[config.mk]
export PLATFORM = sky130hd
export DESIGN_NAME = mem_arbiter
export DESIGN_NICKNAME = d
export VERILOG_FILES = /design/src/rtl/mem_arb_pkg.sv /design/src/rtl/mem_arb_wait_cnt.sv /design/src/rtl/mem_arbiter.sv
export SDC_FILE = /design/constraint.sdc
export NUM_CORES = 1
export LEC_CHECK = 0
export CAP_MARGIN = 20
export CELL_PAD_IN_SITES_DETAIL_PLACEMENT = 2
export CELL_PAD_IN_SITES_GLOBAL_PLACEMENT = 2
export CORE_MARGIN = 2
export CORE_UTILIZATION = 25
export DETAILED_ROUTE_END_ITERATION = 8
export PLACE_DENSITY = 0.88
export SYNTH_ARGS = -nofsm -noshare
export SYNTH_HDL_FRONTEND = slang
export SYNTH_SLANG_ARGS = --single-unit
[constraint.sdc]
create_clock -name clk -period 2.5 [get_ports clk]
set_input_delay 0.25 -clock clk [delete_from_list [all_inputs] [get_ports clk]]
set_output_delay 0.25 -clock clk [all_outputs]
set_load 0.02 [all_outputs]
[src/rtl/mem_arb_pkg.sv]
// mem_arb_pkg: shared state encodings, grant ids and wait-cycle bounds for mem_arbiter.
package mem_arb_pkg;

    typedef enum logic [1:0] {
        IDLE   = 2'b00,
        ACCESS = 2'b01,
        DONE   = 2'b10
    } state_t;

    typedef enum logic {
        GNT_CPU = 1'b0,
        GNT_LDR = 1'b1
    } gnt_t;

    localparam int WAIT_MIN = 1;
    localparam int WAIT_MAX = 15;

    // Counter preload for a given wait length; out-of-range values are clamped.
    function automatic logic [3:0] wait_load(input int w);
        return (w < WAIT_MIN) ? 4'd0 : (w > WAIT_MAX) ? 4'd14 : 4'(w - 1);
    endfunction

endpackage

[src/rtl/mem_arb_wait_cnt.sv]
// mem_arb_wait_cnt: 4-bit loadable down-counter with zero flag, sync active-low reset.
module mem_arb_wait_cnt
    import mem_arb_pkg::*;
(
    input  logic       clk,
    input  logic       rst_n,
    input  logic       load,
    input  logic       dec,
    input  logic [3:0] load_val,
    output logic       zero
);

    logic [3:0] cnt;

    always_ff @(posedge clk) begin
        if (!rst_n)
            cnt <= 4'd0;
        else if (load)
            cnt <= load_val;
        else if (dec && cnt != 4'd0)
            cnt <= cnt - 4'd1;
    end

    assign zero = (cnt == 4'd0);

endmodule

[src/rtl/mem_arbiter.sv]
// mem_arbiter: CPU/loader arbiter and fixed-wait access sequencer for the shared memory.
// Define MEM_ARB_RR_EN for round-robin arbitration; default is fixed CPU priority.
module mem_arbiter
    import mem_arb_pkg::*;
#(
    parameter int AW          = 8,
    parameter int DW          = 8,
    parameter int WAIT_CYCLES = 1
) (
    input  logic          clk,
    input  logic          rst_n,
    input  logic          cpu_req,
    input  logic          cpu_we,
    input  logic [AW-1:0] cpu_addr,
    input  logic [DW-1:0] cpu_wdata,
    output logic          cpu_ack,
    input  logic          ldr_req,
    input  logic          ldr_we,
    input  logic [AW-1:0] ldr_addr,
    input  logic [DW-1:0] ldr_wdata,
    output logic          ldr_ack,
    output logic [DW-1:0] rdata,
    output logic          mem_en,
    output logic          mem_we,
    output logic [AW-1:0] mem_addr,
    output logic [DW-1:0] mem_wdata,
    input  logic [DW-1:0] mem_rdata
);

`ifdef MEM_ARB_RR_EN
    localparam bit RR_EN = 1'b1;
`else
    localparam bit RR_EN = 1'b0;
`endif

    state_t        state, state_nxt;
    gnt_t          gnt, last_gnt, win;
    logic          any_req, cnt_zero, we_q;
    logic [AW-1:0] addr_q;
    logic [DW-1:0] wdata_q;

    assign any_req = cpu_req | ldr_req;
    // On a tie the CPU loses only in round-robin mode after it won last time.
    assign win = (cpu_req && !(RR_EN && ldr_req && last_gnt == GNT_CPU)) ? GNT_CPU : GNT_LDR;

    mem_arb_wait_cnt u_wait_cnt (
        .clk      (clk),
        .rst_n    (rst_n),
        .load     (state == IDLE && any_req),
        .dec      (state == ACCESS),
        .load_val (wait_load(WAIT_CYCLES)),
        .zero     (cnt_zero)
    );

    always_ff @(posedge clk) begin
        if (!rst_n)
            state <= IDLE;
        else
            state <= state_nxt;
    end

    always_comb begin
        state_nxt = state;
        case (state)
            IDLE:    state_nxt = any_req ? ACCESS : IDLE;
            ACCESS:  state_nxt = cnt_zero ? DONE : ACCESS;
            DONE:    state_nxt = IDLE;
            default: state_nxt = IDLE;
        endcase
    end

    always_ff @(posedge clk) begin
        if (!rst_n) begin
            gnt      <= GNT_CPU;
            last_gnt <= GNT_LDR;
            we_q     <= 1'b0;
            addr_q   <= '0;
            wdata_q  <= '0;
            rdata    <= '0;
        end else begin
            if (state == IDLE && any_req) begin
                gnt     <= win;
                we_q    <= (win == GNT_CPU) ? cpu_we : ldr_we;
                addr_q  <= (win == GNT_CPU) ? cpu_addr : ldr_addr;
                wdata_q <= (win == GNT_CPU) ? cpu_wdata : ldr_wdata;
            end
            if (state == ACCESS && cnt_zero && !we_q)
                rdata <= mem_rdata;
            if (state == DONE)
                last_gnt <= gnt;
        end
    end

    assign mem_en    = (state == ACCESS);
    assign mem_we    = mem_en & we_q;
    assign mem_addr  = mem_en ? addr_q : '0;
    assign mem_wdata = mem_en ? wdata_q : '0;
    assign cpu_ack   = (state == DONE) && (gnt == GNT_CPU);
    assign ldr_ack   = (state == DONE) && (gnt == GNT_LDR);

endmodule
Word-level counts from Yosys, hierarchy flattened:

Index checks and enable logic that the tools add are counted.

* add/subtract/negate cells: 1
* equality and inequality tests: 2
* muxes and demuxes: 9
* bitwise gates (word level): 4
* reduce and logical (&&, ||, !) cells: 11

Operators with widths (count)
* two-way mux 8 bit: 4
* logical AND 1 bit: 6
* logical NOT 4 bit: 1
* one-hot mux 2 bit (2 select lines): 1
* nonzero test 4 bit: 1
* subtractor 4 x 1 -> 4 bit, second input constant: 1
* two-way mux 1 bit: 3
* == test 2 x 1 -> 1 bit, second input constant: 1
* == test 2 bit, second input constant: 1
* logical NOT 2 bit: 1
* two-way mux 2 bit: 1
* NOT 1 bit: 2
* OR reduction 2 bit: 1
* AND 1 bit: 1
* logical NOT 1 bit: 1
* OR 1 bit: 1

* register bits after elaboration: 32
* input port bits: 46
* word-level logic and storage cells: 34

Depth between registers and ports, before layout:

* depth in word-level cells: 3
* gate-level depth with buffers: 6
* depth with buffers taken out: 5

Cells and area by module:

A second synthesis with hierarchy kept.

* cell total of the unflattened synthesis: 179
* area total of the unflattened synthesis: 1640.3 um^2

Modules (own cells, without submodules)
* mem_arbiter: instances 1, cells each 148, area each 1383.8 um^2, sequential area each 560.5 um^2
* mem_arb_wait_cnt: instances 1, cells each 31, area each 256.5 um^2, sequential area each 80.1 um^2

Worst setup path after synthesis:

OpenSTA, ideal clock, no wires.

* path kind: flip-flop to flip-flop
* from: register u_wait_cnt.cnt[0]
* to: register rdata[0]
* setup time: 72 ps
* arrival: 1575 ps
* data required time: 2428 ps
* path slack: 853 ps
* stages on the path, launching flop included: 7
* buffers on the path: 1
* path through: dfxtp_1 -> inv_1 -> ha_1 -> or3b_1 -> buf_2 -> nor3_4 -> mux2i_1

* cells in the longest elaborated chain, start to end: 3

RTL lines
* start, declared: line mem_arb_wait_cnt.sv:13 `logic [3:0] cnt;`
* start signal, assigned: line mem_arb_wait_cnt.sv:19 `cnt <= load_val;`
* start signal, assigned: line mem_arb_wait_cnt.sv:21 `cnt <= cnt - 4'd1;`
* logical NOT 4 bit: line mem_arb_wait_cnt.sv:24 `assign zero = (cnt == 4'd0);`
* logical AND 1 bit (2 in a row): line mem_arbiter.sv:87 `if (state == ACCESS && cnt_zero && !we_q)`
* end signal, assigned: line mem_arbiter.sv:88 `rdata <= mem_rdata;`
* end, declared: line mem_arbiter.sv:22 `output logic [DW-1:0] rdata,`

No other way between the ends.
A chain may end at the register's enable or synchronous reset.

Worst setup path in the final report:

* from: register state[1]
* to: output port mem_wdata[2]

* cells in the longest elaborated chain, start to end: 2

RTL lines
* start, declared: line mem_arbiter.sv:36 `state_t state, state_nxt;`
* start signal, assigned: line mem_arbiter.sv:59 `state <= state_nxt;`
* == test 2 x 1 -> 1 bit: line mem_arbiter.sv:94 `assign mem_en = (state == ACCESS);`
* two-way mux 8 bit: line mem_arbiter.sv:97 `assign mem_wdata = mem_en ? wdata_q : '0;`
* end, declared: line mem_arbiter.sv:26 `output logic [DW-1:0] mem_wdata,`

No other way between the ends.

==> metrics.txt <==
status=complete, no violations; data required time of the worst path=2.25 ns; Worst-path clk slew=0.07 ns; number of synthesized register bits=32; slew margin rel.=0.560; worst-margin pin slew=0.656 ns; Crit. End Element=output pin; Post-Syn Area=1610 µm²; Ys Warns=0; Bufs and invs on worst path=2; boundary pin count=74; IO buf count=73; Antenna diodes=0; cells along the critical path=nand2b_4, clkinvlp_4, and2_1, clkdlybuf4s50_1; R2R cell count=5; final non-filler cell total=323; Die Span Y=84.2 µm; layout cell share with drive strength beyond 1=0.0854; WL per Instance=17.2 µm; Initial Util=0.256; area of the core=6280 µm²; register area share after synthesis=0.398; Yosys top cell by area=dfxtp_1; largest net degree at the start of global routing=20; gr ovfl total=0; Final Skew=0.00558 ns; maxcap violations=0; CP Launch Type=flop; Synth Instances=172; total number of vias=1594; Post-DRT Antenna Nets=0; DR pass1 iterations=4; RSZ-0062 raised after global routing=no; GRT Util Overall=0.162; Die Wd=84.2 µm; Tmin final=2.27 ns; Setup TNS=0 ns; post-synthesis cell type count=30; Site Rows=29; Final setup viols=0; Syn Nets=219; DRC Markers=0; WL final=5540 µm; CTS Buffer Depth=2; period utilization=0.908; cell family with most CP delay=buffers and inverters; post-synth top area share=0.398; Fmax=0.441 GHz; placed cells=314; Final Hold Viols=0; Slew Limit Fails=0; Crit Path Class=flop to output pin; CTS tree=yes; CP Max Fanout=10; routed vias/inst=4.93; Final nets=292; CP arrival=2.02 ns; Clock Tree Root=clkbuf_8; Num CTS Buffers=5; Static Leakage=1.13 nW; die area=7090 µm²; Final GP Congestion=0.744; H-Tree Depth=2; worst skew pair latency=0.29 ns; CP peak stage delay=0.55 ns; vias in the first global route=1842; area grow syn2layout=57.3%; Levels on crit path=4; clock sinks=32; Final HPWL DP=3970 µm; first-pass GRT wire length=9050 µm; initial DRC count=38; Synth area leaders=dfxtp_1, mux2i_1, o211a_1; Mean Syn Cell Area=9.35 µm²; initial antenna violation count=0; Hold Crit Class=flop to flop; Max stage delay cell, worst path=clkdlybuf4s50_1; peak supply drop=0.206 mV; hold-critical path depth=2; Power Density=542 nW/µm²
-- path summary, 6_finish.rpt --
check	end	slack [ns]	start
min	rdata[1]	0.46	rdata[1]
min reg2reg	rdata[1]	0.46	rdata[1]
max	mem_wdata[2]	0.23	state[1]
max reg2reg	rdata[5]	0.53	u_wait_cnt.cnt[0]
-- tightest hold or removal path, cell delays in order, from the launching register on --
cell	delay [ns]
dfxtp_1	0.31
nand2_1	0.05
mux2i_1	0.05
-- kinds of logic (layout without fill, tap and decap cells) --
logic type               count (synthesis)  in the layout  share of synthesized area
adder cells (fa/ha/maj)                  1              1                    0.00777
buffers and inverters                   19             93                     0.0544
AND/OR/NAND/NOR                         67             67                      0.236
flip-flops                              32             32                      0.398
AO/OA/AOI/OAI                           28             28                      0.149
multiplexers                            25             25                      0.156
-- placed cells by master (no fill, tap or decap) --
master	count
clkdlybuf4s50_1	73
dfxtp_1	32
mux2i_1	25
nand3_1	18
o211a_1	18
and2_1	17
nand2_1	17
clkbuf_8	6
buf_4	6
a21oi_1	4
inv_1	3
nor3b_1	3
o21ai_0	3
clkinvlp_4	2
nor2_1	2
clkinv_2	2
nand2b_4	1
and3b_1	1
or3b_1	1
nor3_4	1
nor3_2	1
or2_2	1
or4b_1	1
or4_1	1
o31ai_1	1
and3_1	1
nand4b_1	1
a311oi_1	1
a22oi_1	1
ha_1	1
buf_6	1
-- timing repair --
| action | 4_1_cts | 5_1_grt |
|---|---|---|
| gates cloned | 1 | 0 |
| setup endpoints to repair | 17 | 2 |
| gates resized for setup | 3 | 1 |
| setup buffers | 0 | 0 |
| hold buffers | 0 | 0 |
-- sequential cells by signal, indices dropped and copies added, names as in the netlist --
register	count
rdata	8
wdata_q	8
state	2
addr_q	8
u_wait_cnt.cnt	4
gnt	1
we_q	1
-- cell type report --
| cell class | instances | area, µm² |
|---|---|---|
| repair inverters | 1 | 7.51 |
| flip-flops and latches | 32 | 641 |
| fillers | 696 | 3750 |
| clock inverters | 2 | 10.0 |
| clock buffers | 6 | 82.6 |
| repair buffers | 80 | 787 |
| multi-input cells | 121 | 888 |
| well taps | 77 | 96.3 |
| inverters | 4 | 18.8 |
-- through the flow --
stage                      util  hold WS (ns)  instance area [µm²]  power, mW  worst slack (ns)
final                     0.403         0.460                 2530       1.37             0.230
after global routing      0.403         0.486                 2530       1.45            0.0965
after CTS                 0.402         0.468                 2530       1.39             0.138
after detailed placement  0.385         0.457                 2420      0.959             0.287
after global placement    0.384         0.444                 2410      0.936             0.418
after floorplan               -         0.392                 1610      0.775             0.853
-- per-layer routing --
metal	track usage	share of wire
met5	0	0
met4	0.0674	0.020
met3	0.0442	0.047
met2	0.302	0.53
met1	0.170	0.40
-- cell usage after synthesis --
cell and instances:
and3b_1 1, or4b_1 1, mux2i_1 25, and3_1 1
nor3b_1 3, dfxtp_1 32, nor3_4 1, a21oi_1 4
o31ai_1 1, nor2_1 2, buf_6 1, nand2b_1 1
buf_4 1, a311oi_1 1, o21ai_0 3, buf_1 1
and2_1 17, buf_2 4, nand4b_1 1, clkbuf_1 8
or2_2 1, ha_1 1, nand3_1 18, nand2_1 17
nor3_2 1, inv_1 4, o211a_1 18, or4_1 1
a22oi_1 1, or3b_1 1
-- power breakdown --
group	internal (mW)	switching, mW
Clock	0.219	0.197
Combinational	0.193	0.172
Sequential	0.558	0.0317
(Power assumes the default switching activity.)
